$ cat src/rtl/data_memory_arbiter.sv
// Two-port (CPU/debug) arbiter onto one synchronous RAM: grant 1 cycle after IDLE sample, read data 3 cycles after; losers stall via cpu_stall / held req.
// Contention policy: fixed CPU priority by default, round-robin when ARB_ROUND_ROBIN_EN is defined.
module data_memory_arbiter #(
  parameter int DATA_W = 8,
  parameter int ADDR_W = 8,
  parameter int BANK_W = 3
) (
  input  logic                     clk,
  input  logic                     rst_n,
  input  logic                     cpu_req,
  input  logic                     cpu_we,
  input  logic [ADDR_W-1:0]        cpu_addr,
  input  logic [BANK_W-1:0]        cpu_bank,
  input  logic [DATA_W-1:0]        cpu_wdata,
  input  logic                     dbg_req,
  input  logic                     dbg_we,
  input  logic [BANK_W+ADDR_W-1:0] dbg_addr,
  input  logic [DATA_W-1:0]        dbg_wdata,
  output logic                     cpu_gnt,
  output logic                     dbg_gnt,
  output logic                     cpu_rvalid,
  output logic                     dbg_rvalid,
  output logic [DATA_W-1:0]        cpu_rdata,
  output logic [DATA_W-1:0]        dbg_rdata,
  output logic                     mem_en,
  output logic                     mem_we,
  output logic [BANK_W+ADDR_W-1:0] mem_addr,
  output logic [DATA_W-1:0]        mem_wdata,
  input  logic [DATA_W-1:0]        mem_rdata,
  output logic                     cpu_stall
);
  localparam int MEM_AW = BANK_W + ADDR_W;

  typedef enum logic [1:0] {IDLE, GRANT_CPU, GRANT_DBG, WAIT_RD} state_t;

  state_t              state_q, state_d;
  logic                owner_dbg_q, owner_dbg_d;
  logic                mem_we_q, mem_we_d;
  logic [MEM_AW-1:0]   mem_addr_q, mem_addr_d;
  logic [DATA_W-1:0]   mem_wdata_q, mem_wdata_d;
  logic [DATA_W-1:0]   cpu_rdata_q, cpu_rdata_d;
  logic [DATA_W-1:0]   dbg_rdata_q, dbg_rdata_d;
  logic                cpu_rvalid_q, cpu_rvalid_d;
  logic                dbg_rvalid_q, dbg_rvalid_d;
  logic                pick_dbg;

`ifdef ARB_ROUND_ROBIN_EN
  // High when the debug port won the most recent grant.
  logic                last_dbg_q, last_dbg_d;
  assign pick_dbg = dbg_req & (~cpu_req | ~last_dbg_q);
`else
  assign pick_dbg = dbg_req & ~cpu_req;
`endif

  always_comb begin
    state_d      = state_q;
    owner_dbg_d  = owner_dbg_q;
    mem_we_d     = mem_we_q;
    mem_addr_d   = mem_addr_q;
    mem_wdata_d  = mem_wdata_q;
    cpu_rdata_d  = cpu_rdata_q;
    dbg_rdata_d  = dbg_rdata_q;
    cpu_rvalid_d = 1'b0;
    dbg_rvalid_d = 1'b0;
`ifdef ARB_ROUND_ROBIN_EN
    last_dbg_d   = last_dbg_q;
`endif
    unique case (state_q)
      IDLE: begin
        if (pick_dbg) begin
          state_d     = GRANT_DBG;
          owner_dbg_d = 1'b1;
          mem_we_d    = dbg_we;
          mem_addr_d  = dbg_addr;
          mem_wdata_d = dbg_wdata;
`ifdef ARB_ROUND_ROBIN_EN
          last_dbg_d  = 1'b1;
`endif
        end else if (cpu_req) begin
          state_d     = GRANT_CPU;
          owner_dbg_d = 1'b0;
          mem_we_d    = cpu_we;
          mem_addr_d  = {cpu_bank, cpu_addr};
          mem_wdata_d = cpu_wdata;
`ifdef ARB_ROUND_ROBIN_EN
          last_dbg_d  = 1'b0;
`endif
        end
      end
      GRANT_CPU, GRANT_DBG: begin
        state_d = mem_we_q ? IDLE : WAIT_RD;
      end
      WAIT_RD: begin
        state_d = IDLE;
        if (owner_dbg_q) begin
          dbg_rdata_d  = mem_rdata;
          dbg_rvalid_d = 1'b1;
        end else begin
          cpu_rdata_d  = mem_rdata;
          cpu_rvalid_d = 1'b1;
        end
      end
      default: state_d = IDLE;
    endcase
  end

  always_ff @(posedge clk or negedge rst_n) begin
    if (!rst_n) begin
      state_q      <= IDLE;
      owner_dbg_q  <= 1'b0;
      mem_we_q     <= 1'b0;
      mem_addr_q   <= '0;
      mem_wdata_q  <= '0;
      cpu_rdata_q  <= '0;
      dbg_rdata_q  <= '0;
      cpu_rvalid_q <= 1'b0;
      dbg_rvalid_q <= 1'b0;
`ifdef ARB_ROUND_ROBIN_EN
      last_dbg_q   <= 1'b1;
`endif
    end else begin
      state_q      <= state_d;
      owner_dbg_q  <= owner_dbg_d;
      mem_we_q     <= mem_we_d;
      mem_addr_q   <= mem_addr_d;
      mem_wdata_q  <= mem_wdata_d;
      cpu_rdata_q  <= cpu_rdata_d;
      dbg_rdata_q  <= dbg_rdata_d;
      cpu_rvalid_q <= cpu_rvalid_d;
      dbg_rvalid_q <= dbg_rvalid_d;
`ifdef ARB_ROUND_ROBIN_EN
      last_dbg_q   <= last_dbg_d;
`endif
    end
  end

  assign cpu_gnt    = (state_q == GRANT_CPU);
  assign dbg_gnt    = (state_q == GRANT_DBG);
  assign mem_en     = cpu_gnt | dbg_gnt;
  assign mem_we     = mem_en & mem_we_q;
  assign mem_addr   = mem_addr_q;
  assign mem_wdata  = mem_wdata_q;
  assign cpu_rdata  = cpu_rdata_q;
  assign dbg_rdata  = dbg_rdata_q;
  assign cpu_rvalid = cpu_rvalid_q;
  assign dbg_rvalid = dbg_rvalid_q;
  assign cpu_stall  = cpu_req & ~cpu_gnt;

endmodule
$ cat config.mk
export PLATFORM = sky130hd
export DESIGN_NAME = data_memory_arbiter
export DESIGN_NICKNAME = d
export VERILOG_FILES = /design/src/rtl/data_memory_arbiter.sv
export SDC_FILE = /design/constraint.sdc
export NUM_CORES = 1
export LEC_CHECK = 0
export CAP_MARGIN = 10
export CORE_MARGIN = 3
export CORE_UTILIZATION = 30
export DETAILED_ROUTE_END_ITERATION = 6
export PLACE_DENSITY = 0.64
export SETUP_SLACK_MARGIN = 0.05
export SYNTH_ARGS = -nofsm -noshare
export SYNTH_HDL_FRONTEND = slang
export SYNTH_SLANG_ARGS = --single-unit
$ cat constraint.sdc
create_clock -name clk -period 1.47 [get_ports clk]
set_input_delay 0.3675 -clock clk [delete_from_list [all_inputs] [get_ports clk]]
set_output_delay 0.3675 -clock clk [all_outputs]
set_load 0.02 [all_outputs]
# Yosys cells after proc, flatten, opt, wreduce, memory -nomap -nowiden
# Cells that the tools add are included.
classes:
  n_addsub: 0
  n_mul: 0
  n_div: 0
  n_lt_le_gt_ge: 0
  eq_ne: 4
  shift: 0
  muxes: 16
  bitwise: 7
  n_reduce_logical: 6
op_table:
  columns: ["operator", "count"]
  rows:
  - ["2-to-1 mux 11 bit", 2]
  - ["2-to-1 mux 8 bit", 2]
  - ["2-to-1 mux 1 bit", 8]
  - ["2-to-1 mux 2 bit", 3]
  - ["case mux 2 bit (3 select lines)", 1]
  - ["AND reduction 2 bit", 3]
  - ["equality test 2 bit (second input constant)", 2]
  - ["AND 1 bit", 3]
  - ["inequality test 3 bit (second input constant)", 1]
  - ["inverter 1 bit", 3]
  - ["equality test 2 x 1 -> 1 bit (second input constant)", 1]
  - ["zero test 2 bit", 1]
  - ["nonzero test 2 bit", 1]
  - ["OR reduction 2 bit", 1]
  - ["bitwise OR 1 bit", 1]
totals:
  register_bits: 41
  latchBits: 0
  mem_bits_rw: 0
  mem_bits_ro: 0
  in_bits: 52
  out_inout_bits: 42
  word_cells: 42
  mem_count: 0

# Depth between registers and ports, before layout
depth:
  word_depth: 4
  mapped_depth: 6
  mapped_depth_nobuf: 5

# Worst setup path after synthesis
# Ideal clock, no wire load.
synth_path:
  path_type: "register -> register"
  startpoint: "reg state_q[0]"
  endpoint: "reg state_q[0]"
  arrival_time_ps: 1402
  t_required_ps: 1390
  slack_ps: -13
  path_stages_with_launch: 6
  n_path_buf: 0
  cell_sequence: "dfrtp_1 -> inv_1 -> ha_1 -> nor3b_1 -> nor3_1 -> nor3_2"
synth_via:
  elab_chain_cells: 3
  elab_cells_between_ends: 7
  classes_between: "eq/ne: 4; mux: 1; reduce/logical: 2"
synth_lines:
  columns: ["item", "line_no", "rtl"]
  rows:
  - ["start: declaration", "36", "state_t state_q, state_d;"]
  - ["start signal: assignment", "122", "state_q <= state_d;"]
  - ["equality test 2 x 1 -> 1 bit / equality test 2 bit (equally long branches)", "68", "unique case (state_q)"]
  - ["OR reduction 2 bit", "68", null]
  - ["case mux 2 bit (3 select lines)", "68", null]
# Several ways; a longest one is shown, not always the timed one.
# A chain may end at the register's enable or synchronous reset.

# Worst setup path after layout
layout_path:
  startpoint: "reg state_q[1]"
  endpoint: "out mem_we"
layout_via:
  elab_chain_cells: 3
  elab_cells_between_ends: 4
  classes_between: "eq/ne: 2; bitwise: 2"
layout_lines:
  columns: ["item", "line_no", "rtl"]
  rows:
  - ["equality test 2 x 1 -> 1 bit / equality test 2 bit (equally long branches)", "137, 138", null]
  - ["bitwise OR 1 bit (*)", "139", "assign mem_en = cpu_gnt | dbg_gnt;"]
  - ["AND 1 bit (*)", "140", "assign mem_we = mem_en & mem_we_q;"]
  - ["end: declaration", "26", "output logic mem_we,"]
# Every way passes the cells marked *; elsewhere a longest branch is shown, timed or not.

==> impl_summary.md <==
Power
The power per cell area is 2000 nW/um2. The static leakage power is 1.57 nW. The maximum resistive drop on vdd is 829 uV.

CTS
The number of hold-repair buffers added at the cts stage is 0. The level count of the clock H-tree is 2. The clock buffer count from CTS is 5. The tree is rooted in a sky130_fd_sc_hd__clkbuf_8.

TritonCTS built the clock tree. The number of buffers on the longest clock path is 2. The clock latency on the worst-skew pair is 290 ps. The clock-pin slew on the worst setup and hold paths is 80 ps. The total number of clock tree sinks is 41.

Worst setup path
The total buffers and inverters traversed by the critical path is 2. The critical path in this run is classified as reg -> out. The critical-path maximum fanout is 3. The end point of the critical path is mem_we. The endpoint of the worst-slack reg-to-reg timing path is state_q[0].

The beginning of the worst register-to-register path is state_q[1]. The worst register-to-register path has a depth of 7. The signal on the critical path passes through inv_2 > ha_4 > and2_4 > buf_6.

The element type at the critical path end is an output port. The cell type group with the largest total delay on the critical path is flip-flops. The kind of launch point of the worst setup path is a flip-flop. The setup check on the worst reg-to-reg path leaves a slack of 30 ps. The critical path starts at state_q[1]. At the worst endpoint, the required time is 1100 ps. For the worst setup path, the data arrival time is 1240 ps.

The library cell contributing the largest single delay on the critical path is sky130_fd_sc_hd__dfrtp_1. The delay contributed by the slowest stage of the critical path is 380 ps. The count of cell instances traversed by the critical path is 4.

Timing
The worst setup margin is -133 ps. The number of setup violations in the final report is 4. Subtracting the final worst setup slack from the clock period gives 1600 ps. The worst path uses 109% of the clock period.

The measured slew at the worst slew-check pin is 328 ps. The hold violation count in the final report was 0. Measured against its own limit, the worst slew margin works out to 77.8%. The final count of pins violating max slew was 0.

The clock skew is 8.35 ps. Setup repair after global routing could not meet its margin everywhere. The peak clock frequency supported by timing is 0.624 GHz.

Yosys
After synthesis, the mean cell area works out to 12.1 um2. The flip-flop and latch count after synthesis is 41. When the netlist entered floorplanning its net count stood at 211. In the synthesized netlist, the number of instances is 154. The number of flops mapped to enable cells by yosys is 0. The dominant synthesized flop cell is sky130_fd_sc_hd__dfrtp_1. The warning count from the yosys run is 0. The number of distinct standard cells referenced by the synthesized netlist is 26. Counting flops with an async set or reset pin after synthesis yields a share of 100%. The part of the Yosys area used for sequential elements is 55.2%. The post-synthesis cell area is 1860 um2.

Routing
In the detailed route, the total length drawn on met2 is 2140 um. Across all layers, the routed design uses 1512 vias. In this run the remaining antenna-violating nets after routing total 0. Dividing the detail-routed wire length by the instance count gives 12.5 um. The number of remaining DRC errors is 0. The detailed-routing iteration count for the pre-antenna-repair pass is 4. Detailed routing placed a total of 384 um of wire on met3. The mean number of vias per cell is 4.43. Summed over all layers, the routed wires come to 4280 um. The first routing iteration left 32 violations. The highest metal layer with signal wires is met4.

In the final routing, the length of wire on met1 measures 1730 um.

Place
The placed instance area is 2970 um2. After legalization and detailed placement, the total HPWL measured 3150 um. The count of input and output buffers is 93. The final weighted congestion in routability-driven placement is 0.686.

Floorplan
The floorplan die width is 84.7 um. From bottom edge to top edge, the die measures 84.7 um. The floorplan step defined a die boundary enclosing 7180 um2. For this configuration, the core starts out at a cell density of 31.2%.

The region available for standard cell placement spans 5960 um2. The count of boundary I/O pins is 94. The row count is 28.

Run status
The run finished, with violations left. The final reports fail on negative setup slack.

Global route
The global-route wire length before repair is 7200 um. Global routing consumed, over all layers together, 12.3% of the routing resources. The largest net degree at the start of global routing is 42. The number of antenna violations at the first check in global routing is 0.

The via count of the first global-routing pass is 1567. Summed over all layers, the global routing overflow is 0.

Cells and area
The number of antenna diodes in the final layout is 0. Of the cells placed in the final design, the portion with a size suffix greater than 1 is 25.2%. From synthesis to final layout, the design area changed by 72.9%. For this run, the share of the core covered by cells in the final layout is 54.0%. The final instance area is 3220 um2. At the end of the flow, the number of nets in the layout was 322.

Flow run
The tool flagged a number of max-cap violations equal to 0.

Min path
The kind of path behind the tightest hold check is in -> async.
cells in the mapped netlist, types with 2 or more instances:
library cell | count | area, um2
sky130_fd_sc_hd__dfrtp_1 | 41 | 1030
sky130_fd_sc_hd__a21oi_1 | 3 | 15.0
sky130_fd_sc_hd__buf_12 | 2 | 40.0
sky130_fd_sc_hd__nand2b_1 | 2 | 12.5
sky130_fd_sc_hd__inv_1 | 5 | 18.8
sky130_fd_sc_hd__mux2i_1 | 20 | 200
sky130_fd_sc_hd__buf_2 | 3 | 15.0
sky130_fd_sc_hd__ha_1 | 5 | 62.6
sky130_fd_sc_hd__nand2_1 | 21 | 78.8
sky130_fd_sc_hd__o21ai_2 | 2 | 17.5
sky130_fd_sc_hd__nor2_1 | 3 | 11.3
sky130_fd_sc_hd__o21ai_1 | 18 | 90.1
sky130_fd_sc_hd__mux2_2 | 16 | 180
timing repair:
action                     in CTS  in global routing
pin swaps                       2                  4
resized for setup              85                 10
setup endpoints to repair      62                 28
gates cloned                    1                  0
buffers inserted                0                  3
power breakdown:
part           internal, mW  total (mW)  switching (mW)
registers              1.68        1.93           0.250
logic                  1.67        3.42            1.75
clock network         0.684        1.08           0.398
total                  4.03        6.43            2.40
through the flow:
| stage | setup WS (ps) | setup TNS (ps) | cells | total power [mW] | hold WS, ps |
|---|---|---|---|---|---|
| 2_1_floorplan | 50.6 | 0 | 154 | 3.77 | 71.9 |
| 3_3_place_gp | -480 | -7000 | 330 | 5.43 | 357 |
| 3_5_place_dp | -494 | -7730 | 330 | 5.48 | 356 |
| 4_1_cts | -167 | -405 | 339 | 6.41 | 41.7 |
| 5_1_grt | -187 | -733 | 341 | 6.88 | 42.9 |
| 6_report | -133 | -382 | 341 | 6.43 | 36.3 |
worst min-delay path by stage:
| stage | endpoint | slack, ps | cells past startpoint |
|---|---|---|---|
| 2_1_floorplan | cpu_rdata[0] | 70 | 0 |
| 3_3_place_gp | dbg_rdata[1] | 360 | 2 |
| 3_5_place_dp | dbg_rdata[1] | 360 | 2 |
| 4_1_cts | cpu_rdata[5] | 40 | 2 |
| 5_1_grt | cpu_rdata[5] | 40 | 2 |
| 6_report | cpu_rdata[5] | 40 | 2 |
flip-flops by register name, indices dropped and copies added, names as in the netlist:
register / cells
mem_addr: 11
cpu_rdata: 8
dbg_rdata: 8
mem_wdata: 8
state_q: 2
cpu_rvalid: 1
dbg_rvalid: 1
mem_we_q: 1
owner_dbg_q: 1
per-layer routing:
metal  vias up  global-route usage (%)
met5         -                       0
met4         0                    3.02
met3         2                    4.42
met2        63                    21.8
met1       695                    14.2
li1        752                       -
cells in the final DEF (no fill, tap or decap):
cell	instances
sky130_fd_sc_hd__a21oi_1	3
sky130_fd_sc_hd__a31oi_1	1
sky130_fd_sc_hd__and2_4	1
sky130_fd_sc_hd__and2b_2	1
sky130_fd_sc_hd__buf_12	3
sky130_fd_sc_hd__buf_16	1
sky130_fd_sc_hd__buf_2	1
sky130_fd_sc_hd__buf_4	7
sky130_fd_sc_hd__buf_6	13
sky130_fd_sc_hd__bufinv_16	2
sky130_fd_sc_hd__clkbuf_8	5
sky130_fd_sc_hd__clkdlybuf4s15_1	1
sky130_fd_sc_hd__clkdlybuf4s50_1	48
sky130_fd_sc_hd__dfrtp_1	41
sky130_fd_sc_hd__dlygate4sd2_1	37
sky130_fd_sc_hd__dlymetal6s2s_1	1
sky130_fd_sc_hd__ha_2	1
sky130_fd_sc_hd__ha_4	4
sky130_fd_sc_hd__inv_1	3
sky130_fd_sc_hd__inv_2	2
sky130_fd_sc_hd__inv_6	1
sky130_fd_sc_hd__mux2_2	16
sky130_fd_sc_hd__mux2i_1	20
sky130_fd_sc_hd__nand2_1	20
sky130_fd_sc_hd__nand2_2	1
sky130_fd_sc_hd__nand2b_4	2
sky130_fd_sc_hd__nor2_1	3
sky130_fd_sc_hd__nor3_1	1
sky130_fd_sc_hd__nor3_2	1
sky130_fd_sc_hd__nor3b_2	1
sky130_fd_sc_hd__nor4b_1	1
sky130_fd_sc_hd__o21ai_0	1
sky130_fd_sc_hd__o21ai_1	17
sky130_fd_sc_hd__o21ai_2	3
sky130_fd_sc_hd__or2_2	1
sky130_fd_sc_hd__or2b_1	1
final cells by class:
| type | count | area [um2] |
|---|---|---|
| timing repair buffer | 112 | 1120 |
| tap | 75 | 93.8 |
| fill | 569 | 2740 |
| multi-input combinational | 100 | 821 |
| clock inverter | 3 | 68.8 |
| sequential | 41 | 1030 |
| inverter | 5 | 18.8 |
| clock buffer | 5 | 68.8 |
kinds of logic after synthesis:
family	after synthesis	share of synthesized area, %
simple gates	34	8.75
buf+inv	13	5.05
fa+ha+maj	5	3.36
flops	41	55.2
compound gates	25	7.20
mux	36	20.5
Power figures use the tool's default switching activity.
